**src/rtl/dcmac_0_pkt_mon_pkg.sv**
```systemverilog
// Shared definitions for the DCMAC packet-monitor blocks.
//   WORD_BYTES_DEF : default check-word size in bytes
//   beat_t         : one beat as it travels from the input stage to the result stage
package dcmac_0_pkt_mon_pkg;

  localparam int WORD_BYTES_DEF = 192;

  // The id field is a fixed 8 bits so that the struct does not depend on NUM_ID.
  // Out-of-range IDs survive intact, and the pipeline can compare them.
  typedef struct packed {
    logic [7:0] id;
    logic [7:0] size;
    logic       eop;
    logic       err;
  } beat_t;

endpackage

```
**src/rtl/dcmac_0_axis_pkt_mon_buffer_ctx.sv**
```systemverilog
// Per-stream check-word fill tracker for the RX packet monitor.
// For every AXIS beat, this block reports where the beat lands in the current
// WORD_BYTES check word. It reports whether the beat completes that word and how
// many bytes spill over. It also reports the partial word flushed at end of packet.
// Ports:
//   clk, rst      : rising-edge clock, synchronous active-high reset
//   i_valid/i_id/i_size/i_eop : incoming beat (always accepted)
//   o_valid/o_id  : result, two cycles after the beat
//   o_wr_idx      : fill level before the beat
//   o_word_done/o_carry       : word completed, bytes spilled into next word
//   o_flush/o_flush_bytes     : end-of-packet flush of a non-empty partial word
//   o_err         : illegal size or ID; beat discarded, context untouched
module dcmac_0_axis_pkt_mon_buffer_ctx
  import dcmac_0_pkt_mon_pkg::*;
#(
  parameter  int NUM_ID     = 6,
  parameter  int WORD_BYTES = WORD_BYTES_DEF,
  localparam int ID_W       = (NUM_ID == 1) ? 1 : $clog2(NUM_ID)
) (
  input  logic            clk,
  input  logic            rst,
  input  logic            i_valid,
  input  logic [ID_W-1:0] i_id,
  input  logic [7:0]      i_size,
  input  logic            i_eop,
  output logic            o_valid,
  output logic [ID_W-1:0] o_id,
  output logic [7:0]      o_wr_idx,
  output logic            o_word_done,
  output logic [7:0]      o_carry,
  output logic            o_flush,
  output logic [7:0]      o_flush_bytes,
  output logic            o_err
);

  localparam logic [7:0] WB8     = 8'(WORD_BYTES);
  localparam logic [8:0] WB9     = 9'(WORD_BYTES);
  localparam logic [8:0] NUM_ID9 = 9'(NUM_ID);

  logic       s1_valid_q, s1_valid_d;
  beat_t      s1_beat_q,  s1_beat_d;
  logic       s2_valid_q, s2_valid_d;
  beat_t      s2_beat_q,  s2_beat_d;
  logic [7:0] s2_fill_q,  s2_fill_d;
  logic [7:0] fill_q [NUM_ID];
  logic [7:0] fill_d [NUM_ID];

  logic       s1_in_range, s1_fwd;
  logic [7:0] s1_arr_rd;
  logic [8:0] s2_sum;
  logic       s2_over, s2_live, s2_flush;
  logic [7:0] s2_nf, s2_wr_val;

  // Input stage: qualify the beat. Idle cycles carry an all-zero beat, so the
  // outputs stay at their reset values whenever o_valid is low.
  always_comb begin
    // NOTE: every combinational output gets a default first, so no path can infer a latch.
    s1_valid_d = i_valid;
    s1_beat_d  = '0;
    if (i_valid) begin
      s1_beat_d.id   = 8'(i_id);
      s1_beat_d.size = i_size;
      s1_beat_d.eop  = i_eop;
      s1_beat_d.err  = (i_size == 8'd0) || (i_size > WB8) ||
                       ({1'b0, 8'(i_id)} >= NUM_ID9);
    end
  end

  // S1: read the context. If the beat in S2 is writing back the same ID in this
  // cycle, the array value is stale, so the value being written is used instead.
  always_comb begin
    s2_valid_d  = s1_valid_q;
    s2_beat_d   = s1_beat_q;
    s1_in_range = {1'b0, s1_beat_q.id} < NUM_ID9;
    s1_arr_rd   = s1_in_range ? fill_q[s1_beat_q.id[ID_W-1:0]] : 8'd0;
    s1_fwd      = s2_live && (s2_beat_q.id == s1_beat_q.id);
    s2_fill_d   = 8'd0;
    if (s1_valid_q) s2_fill_d = s1_fwd ? s2_wr_val : s1_arr_rd;
  end

  // S2: accumulate. fill <= WORD_BYTES-1 and size <= WORD_BYTES, so the wrapped
  // value always fits in 8 bits. The subtraction is therefore done modulo 256.
  always_comb begin
    s2_sum    = {1'b0, s2_fill_q} + {1'b0, s2_beat_q.size};
    s2_over   = s2_sum >= WB9;
    s2_nf     = s2_over ? (s2_sum[7:0] - WB8) : s2_sum[7:0];
    s2_live   = s2_valid_q && !s2_beat_q.err;
    s2_flush  = s2_live && s2_beat_q.eop && (s2_nf != 8'd0);
    s2_wr_val = s2_beat_q.eop ? 8'd0 : s2_nf;
    fill_d    = fill_q;
    if (s2_live) fill_d[s2_beat_q.id[ID_W-1:0]] = s2_wr_val;
  end

  always_ff @(posedge clk) begin
    // NOTE: sequential state uses non-blocking assignments only, so every flop samples pre-edge values.
    if (rst) begin
      s1_valid_q <= 1'b0;
      s1_beat_q  <= '0;
      s2_valid_q <= 1'b0;
      s2_beat_q  <= '0;
      s2_fill_q  <= 8'd0;
      // NOTE: the context array is reset explicitly, because every stream must restart at offset 0.
      for (int i = 0; i < NUM_ID; i++) fill_q[i] <= 8'd0;
    end else begin
      s1_valid_q <= s1_valid_d;
      s1_beat_q  <= s1_beat_d;
      s2_valid_q <= s2_valid_d;
      s2_beat_q  <= s2_beat_d;
      s2_fill_q  <= s2_fill_d;
      fill_q     <= fill_d;
    end
  end

  assign o_valid       = s2_valid_q;
  assign o_id          = s2_beat_q.id[ID_W-1:0];
  assign o_wr_idx      = s2_fill_q;
  assign o_word_done   = s2_live && s2_over;
  assign o_carry       = (s2_live && s2_over) ? s2_nf : 8'd0;
  assign o_flush       = s2_flush;
  assign o_flush_bytes = s2_flush ? s2_nf : 8'd0;
  assign o_err         = s2_valid_q && s2_beat_q.err;

endmodule

```
**config.mk**
```make
export PLATFORM = sky130hd
export DESIGN_NAME = dcmac_0_axis_pkt_mon_buffer_ctx
export DESIGN_NICKNAME = d
export VERILOG_FILES = /design/src/rtl/dcmac_0_pkt_mon_pkg.sv /design/src/rtl/dcmac_0_axis_pkt_mon_buffer_ctx.sv
export SDC_FILE = /design/constraint.sdc
export NUM_CORES = 1
export LEC_CHECK = 0
export ABC_AREA = 1
export BUFFER_PORTS_ARGS = -buffer_cell sky130_fd_sc_hd__buf_2
export CAP_MARGIN = 30
export CORE_MARGIN = 3
export CORE_UTILIZATION = 60
export DETAILED_ROUTE_END_ITERATION = 16
export PLACE_DENSITY = 0.83
export SLEW_MARGIN = 0
export SYNTH_ARGS = -nofsm -noshare
export SYNTH_HDL_FRONTEND = slang
export SYNTH_SLANG_ARGS = --single-unit
```
**constraint.sdc**
```tcl
create_clock -name clk -period 4.3 [get_ports clk]
set_input_delay 0.86 -clock clk [delete_from_list [all_inputs] [get_ports clk]]
set_output_delay 0.86 -clock clk [all_outputs]
set_load 0.02 [all_outputs]
```
Word level (Yosys, flattened, before mapping):

Index checks and enable logic that the tools add are counted.

* $add $sub $neg: 2
* order comparisons: 7
* eq/ne operators: 1
* mux-type cells: 12
* bitwise logic cells: 4
* reductions and logical operators: 14

Operator list (count)
* two-way mux 8 bit: 9
* bitwise mux 48 bit: 1
* binary-select mux 8 bit (select 3 bit): 1
* demux 8 bit (select 3 bit): 1
* adder 8 x 8 -> 9 bit: 1
* >= comparator 9 x 8 -> 1 bit (second input constant): 1
* equality test 8 bit: 1
* >= comparator 4 bit (second input constant): 2
* > comparator 8 bit (second input constant): 1
* zero test 8 bit: 1
* < comparator 8 x 3 -> 1 bit (second input constant): 1
* NOT 3 -> 4 bit: 2
* nonzero test 8 bit: 1
* subtractor 8 bit (second input constant): 1
* logical AND 1 bit: 7
* < comparator 4 x 1 -> 1 bit (second input constant): 1
* OR reduction 2 bit: 2
* >= comparator 3 bit (second input constant): 1
* logical OR 1 bit: 2
* NOT 1 bit: 2
* zero test 1 bit: 1

* bits in registers: 94
* output and inout bits: 31

Depth between registers and ports, before layout:

* word-level depth: 6
* mapped depth: 15
* mapped depth without buffers: 15

Worst setup path before layout:

No wires, ideal clock.

* path type: reg2out
* start: register s2_fill_q[0], in the netlist o_wr_idx[0]
* end: output o_carry[7]
* arrival: 2463 ps
* slack: 977 ps
* stages on the path, launching flop included: 15
* path buffers: 0
* cell sequence: dfxtp_1 ha_1 fa_1 nand2_1 nand3_1 nand2_1 nand2_1 inv_2 ha_1 nand3_2 nand3_2 inv_1 nor2_2 inv_2 nor2_1

* word-level cells in the longest chain between the ends: 4
* elaborated cells between the ends (all ways): 6

RTL lines
* from (decl): line dcmac_0_axis_pkt_mon_buffer_ctx.sv:44 `logic [7:0] s2_fill_q, s2_fill_d;`
* from (signal assigned): line dcmac_0_axis_pkt_mon_buffer_ctx.sv:109 `s2_fill_q <= s2_fill_d;`
* adder 8 x 8 -> 9 bit: line dcmac_0_axis_pkt_mon_buffer_ctx.sv:84 `s2_sum = {1'b0, s2_fill_q} + {1'b0, s2_beat_q.size};`
* >= comparator 9 x 8 -> 1 bit: line dcmac_0_axis_pkt_mon_buffer_ctx.sv:85 `s2_over = s2_sum >= WB9;`
* logical AND 1 bit
* named net o_word_done: line dcmac_0_axis_pkt_mon_buffer_ctx.sv:29 `output logic o_word_done,`
* two-way mux 8 bit: line dcmac_0_axis_pkt_mon_buffer_ctx.sv:118 `assign o_carry = (s2_live && s2_over) ? s2_nf : 8'd0;`
* to (decl): line dcmac_0_axis_pkt_mon_buffer_ctx.sv:30 `output logic [7:0] o_carry,`

The timed path passes the listed nets, and every way through them passes these cells.

Worst setup path after layout:

* start: register s2_fill_q[5], in the netlist o_wr_idx[5]
* end: output o_flush_bytes[1]

* word-level cells in the longest chain between the ends: 6
* elaborated cells between the ends (all ways): 7

RTL lines
* adder 8 x 8 -> 9 bit *: line dcmac_0_axis_pkt_mon_buffer_ctx.sv:84
* subtractor 8 bit or >= comparator 9 x 8 -> 1 bit (tied branches): line dcmac_0_axis_pkt_mon_buffer_ctx.sv:86, dcmac_0_axis_pkt_mon_buffer_ctx.sv:85
* two-way mux 8 bit *: line dcmac_0_axis_pkt_mon_buffer_ctx.sv:86 `s2_nf = s2_over ? (s2_sum[7:0] - WB8) : s2_sum[7:0];`
* nonzero test 8 bit: line dcmac_0_axis_pkt_mon_buffer_ctx.sv:88 `s2_flush = s2_live && s2_beat_q.eop && (s2_nf != 8'd0);`
* logical AND 1 bit: line dcmac_0_axis_pkt_mon_buffer_ctx.sv:88
* two-way mux 8 bit *: line dcmac_0_axis_pkt_mon_buffer_ctx.sv:120 `assign o_flush_bytes = s2_flush ? s2_nf : 8'd0;`
* to (decl): line dcmac_0_axis_pkt_mon_buffer_ctx.sv:32 `output logic [7:0] o_flush_bytes,`

Every way passes the cells marked *; elsewhere a longest branch is shown, timed or not.

==> flow_results.xml <==
<?xml version="1.0" encoding="UTF-8"?>
<metrics>
  <group name="worst_setup_path">
    <metric name="timing.critical_path.from_type" unit="">flop</metric>
    <metric name="wp_data_required" unit="ps">3440</metric>
    <metric name="path_class" unit="">reg -&gt; out</metric>
    <metric name="worstSetupEndpointType" unit="">primary output</metric>
    <metric name="worstPathArrival" unit="ps">2890</metric>
    <metric name="crit_fanout" unit="">7</metric>
  </group>
  <group name="logic_synthesis">
    <metric name="synth_top_flop_cell" unit="">sky130_fd_sc_hd__dfxtp_1</metric>
    <metric name="synth_async_sr_flop_share" unit="">0</metric>
    <metric name="synth_edf_count" unit="">0</metric>
    <metric name="post-synth-top-area-fraction" unit="">0.444</metric>
    <metric name="synth_commonest_cells" unit="">97 x sky130_fd_sc_hd__nor2_1, 84 x sky130_fd_sc_hd__dfxtp_1, 71 x sky130_fd_sc_hd__o21ai_0</metric>
    <metric name="syn-num-nets" unit="">554</metric>
    <metric name="synthMostInstantiatedCell" unit="">sky130_fd_sc_hd__nor2_1</metric>
    <metric name="yosysTopAreaCell" unit="">sky130_fd_sc_hd__dfxtp_1</metric>
    <metric name="synth_area_leaders" unit="">sky130_fd_sc_hd__dfxtp_1 44%, sky130_fd_sc_hd__nor2_1 9.6%, sky130_fd_sc_hd__o21ai_0 9.4%, sky130_fd_sc_hd__a21oi_1 7.8%, sky130_fd_sc_hd__inv_1 6.4%</metric>
    <metric name="ys_seq_elements" unit="">84</metric>
    <metric name="ys.warnings.count" unit="">0</metric>
    <metric name="syn_area_per_cell" unit="µm²">7.16</metric>
    <metric name="mapped_cell_area" unit="µm²">3790</metric>
    <metric name="yosysSeqAreaShare" unit="">0.444</metric>
    <metric name="ys_types" unit="">32</metric>
    <metric name="syn_inst" unit="">529</metric>
  </group>
  <group name="clocking">
    <metric name="cts_buffer_depth" unit="">2</metric>
    <metric name="post_cts.repair.setup_buffers" unit="">0</metric>
    <metric name="cts_clock_pin_slew_for_the_worst_setup_and_hold_paths" unit="ps">80</metric>
    <metric name="insertion_delay" unit="ps">360</metric>
    <metric name="clock_tree.htree_level_count" unit="">3</metric>
    <metric name="clock_sinks" unit="">84</metric>
    <metric name="cts_inserted_buffers" unit="">9</metric>
    <metric name="tritoncts" unit="">done</metric>
    <metric name="cts_hold_repair.buffers" unit="">0</metric>
    <metric name="cts_repair_resize_count" unit="">0</metric>
    <metric name="clk_root_buffer_cell" unit="">sky130_fd_sc_hd__clkbuf_8</metric>
  </group>
  <group name="grt">
    <metric name="largest_net_degree_at_the_start_of_global_routing" unit="">48</metric>
    <metric name="first_global_vias" unit="">3082</metric>
    <metric name="grt_util_all_layers" unit="">0.255</metric>
    <metric name="grt_antenna_before_repair" unit="">0</metric>
    <metric name="grt_remaining_overflow" unit="">0</metric>
    <metric name="grt_first_pass_wirelength" unit="mm">14.7</metric>
  </group>
  <group name="final_layout">
    <metric name="fillCellCount" unit="">493</metric>
    <metric name="seq_area" unit="µm²">1680</metric>
    <metric name="finalNetCount" unit="">589</metric>
    <metric name="syn_to_final_growth" unit="%">11.4</metric>
    <metric name="antenna-diode-count" unit="">0</metric>
    <metric name="final_design_area_no_fill" unit="µm²">4220</metric>
    <metric name="drive_above_1_share" unit="">0.134</metric>
    <metric name="combined_area_of_the_multi_input_logic_cells" unit="µm²">1750</metric>
  </group>
  <group name="die">
    <metric name="initial_core_util" unit="">0.629</metric>
    <metric name="floorplan.die.width" unit="µm">85.5</metric>
    <metric name="top_level_ports" unit="">46</metric>
    <metric name="fp-row-count" unit="">28</metric>
    <metric name="core" unit="µm²">6030</metric>
    <metric name="area_of_the_die" unit="µm²">7310</metric>
    <metric name="chipHeight" unit="µm">85.5</metric>
  </group>
  <group name="timing">
    <metric name="final.setup.tns" unit="ps">0</metric>
    <metric name="final_max_slew_viol_count" unit="">0</metric>
    <metric name="fin_crit" unit="ps">3750</metric>
    <metric name="hold_viol_final" unit="">0</metric>
    <metric name="fin_worst_skew" unit="ps">9.34</metric>
    <metric name="setup_viol" unit="">0</metric>
    <metric name="finalCritPeriodShare" unit="">0.871</metric>
    <metric name="worstMarginPinSlew" unit="ps">1000</metric>
    <metric name="timing.max_slew.rel_slack" unit="">0.328</metric>
    <metric name="fmax" unit="MHz">267</metric>
    <metric name="grt_setup_unrepaired" unit="">no</metric>
  </group>
  <group name="place">
    <metric name="placed_area" unit="µm²">4020</metric>
    <metric name="dp_hpwl" unit="mm">6.36</metric>
    <metric name="io_buffers" unit="">45</metric>
    <metric name="gp_routability_congestion" unit="">0.952</metric>
  </group>
  <group name="route">
    <metric name="wire_per_inst" unit="µm">13.9</metric>
    <metric name="route.detailed.drc" unit="">0</metric>
    <metric name="detail_route.vias_per_cell" unit="">5.55</metric>
    <metric name="detailedRoute.firstPassIterationCount" unit="">6</metric>
    <metric name="vias" unit="">3576</metric>
    <metric name="postRouteWirelength" unit="mm">8.94</metric>
    <metric name="drt_iter0_markers" unit="">310</metric>
    <metric name="final_antenna_net_count" unit="">0</metric>
  </group>
  <group name="outcome">
    <metric name="run_status" unit="">finished clean</metric>
  </group>
  <group name="flow_run">
    <metric name="cap_viol_max_count" unit="">0</metric>
  </group>
  <group name="worst_hold_path">
    <metric name="worstHoldPathType" unit="">reg -&gt; reg</metric>
  </group>
  <group name="power">
    <metric name="p_leak" unit="nW">1.98</metric>
    <metric name="vdd_ir_max" unit="µV">336</metric>
    <metric name="cellPowerDensity" unit="nW/µm²">353</metric>
  </group>
</metrics>
[cells in the final DEF, fill, tap and decap left out]
master	Yosys	final
sky130_fd_sc_hd__nor2_1	97	97
sky130_fd_sc_hd__dfxtp_1	84	84
sky130_fd_sc_hd__o21ai_0	71	71
sky130_fd_sc_hd__inv_1	65	65
sky130_fd_sc_hd__nand2_1	60	60
sky130_fd_sc_hd__a21oi_1	59	59
sky130_fd_sc_hd__buf_2	4	45
sky130_fd_sc_hd__nand3_1	17	17
sky130_fd_sc_hd__ha_1	9	9
sky130_fd_sc_hd__clkbuf_8	0	9
sky130_fd_sc_hd__a211oi_1	6	6
sky130_fd_sc_hd__o22ai_1	5	5
sky130_fd_sc_hd__nand2_2	4	4
sky130_fd_sc_hd__o211ai_1	4	4
sky130_fd_sc_hd__nand4_1	3	3
sky130_fd_sc_hd__nand3_2	3	3
sky130_fd_sc_hd__o21ai_1	3	3
sky130_fd_sc_hd__inv_2	2	2
sky130_fd_sc_hd__clkinv_1	2	2
sky130_fd_sc_hd__clkinvlp_4	0	2
sky130_fd_sc_hd__clkinv_4	0	2
sky130_fd_sc_hd__buf_4	3	2
sky130_fd_sc_hd__nand3b_1	1	1
sky130_fd_sc_hd__or2_2	1	1
sky130_fd_sc_hd__nor2_2	1	1
sky130_fd_sc_hd__nand2_4	1	1
sky130_fd_sc_hd__o21bai_1	1	1
sky130_fd_sc_hd__o21bai_4	1	1
sky130_fd_sc_hd__a221oi_1	1	1
sky130_fd_sc_hd__o31ai_1	1	1
sky130_fd_sc_hd__o221ai_1	1	1
sky130_fd_sc_hd__nor4_1	1	1
sky130_fd_sc_hd__nor3_1	1	1
sky130_fd_sc_hd__fa_1	1	1
sky130_fd_sc_hd__clkinv_2	0	1
sky130_fd_sc_hd__bufinv_16	0	1
sky130_fd_sc_hd__inv_6	0	1
[critical path: stages, from the launching register on]
cell,delay (ps)
sky130_fd_sc_hd__dfxtp_1,320
sky130_fd_sc_hd__ha_1,390
sky130_fd_sc_hd__nand2_1,110
sky130_fd_sc_hd__nor2_1,120
sky130_fd_sc_hd__nand3_1,110
sky130_fd_sc_hd__nand2_1,90
sky130_fd_sc_hd__nand2_1,50
sky130_fd_sc_hd__nand2_1,90
sky130_fd_sc_hd__inv_1,70
sky130_fd_sc_hd__ha_1,220
sky130_fd_sc_hd__nand3_1,90
sky130_fd_sc_hd__nor2_1,50
sky130_fd_sc_hd__o21bai_1,220
sky130_fd_sc_hd__nand3_1,170
sky130_fd_sc_hd__o21bai_4,210
sky130_fd_sc_hd__nor2_1,60
sky130_fd_sc_hd__buf_2,160
[metal layers]
metal / part of all wire / global-route usage / vias to the layer above
met1: 0.46 / 0.349 / 1601
met2: 0.44 / 0.393 / 161
met5: 0 / 0 / -
li1: - / - / 1793
met4: 0.019 / 0.0820 / 0
met3: 0.078 / 0.0699 / 21
[registers in the layout, summed over array words and instances, names as in the netlist]
name        flops
fill_q         48
s1_beat_q      13
s2_beat_q      10
o_wr_idx        8
o_id            3
o_valid         1
s1_valid_q      1
[power breakdown]
group / internal [mW] / total, mW / switching (mW)
clock network: 0.271 / 0.564 / 0.294
registers: 0.793 / 0.805 / 0.0118
logic: 0.0391 / 0.122 / 0.0827
total: 1.10 / 1.49 / 0.388
[kinds of logic after synthesis]
logic type                 share of synthesized area
buffers and inverters                         0.0954
and+or+nand+nor                                0.209
AOI/OAI and AO/OA                              0.217
DFF                                            0.444
adders and majority gates                     0.0350
[worst paths after layout]
kind / endpoint / slack, ps / cells past startpoint / start
worst max-delay path: o_flush_bytes[1] / 550 / 16 / o_wr_idx[5]
worst max register to register: fill_q[6] / 1740 / 14 / o_wr_idx[0]
worst min register to register: s2_beat_q[5] / 400 / 2 / s1_beat_q[5]
worst min-delay path: s2_beat_q[5] / 400 / 2 / s1_beat_q[5]
[final cells by class]
class                           count  area share
Clock buffer                        9      0.0293
Clock inverter                      7      0.0181
Inverter                           69      0.0614
Multi-Input combinational cell    353       0.414
Sequential cell                    84       0.398
Tap cell                           75      0.0222
Timing Repair Buffer               47      0.0569
[stage by stage]
step	worst slack, ps	hold WS, ps	power (mW)	util	instances
2_1_floorplan	977	388	0.908	-	529
3_3_place_gp	1110	391	0.939	0.667	628
3_5_place_dp	995	393	0.942	0.667	628
4_1_cts	589	405	1.50	0.701	644
5_1_grt	226	412	1.55	0.701	644
6_report	553	404	1.49	0.701	644
Power figures use the tool's default switching activity.
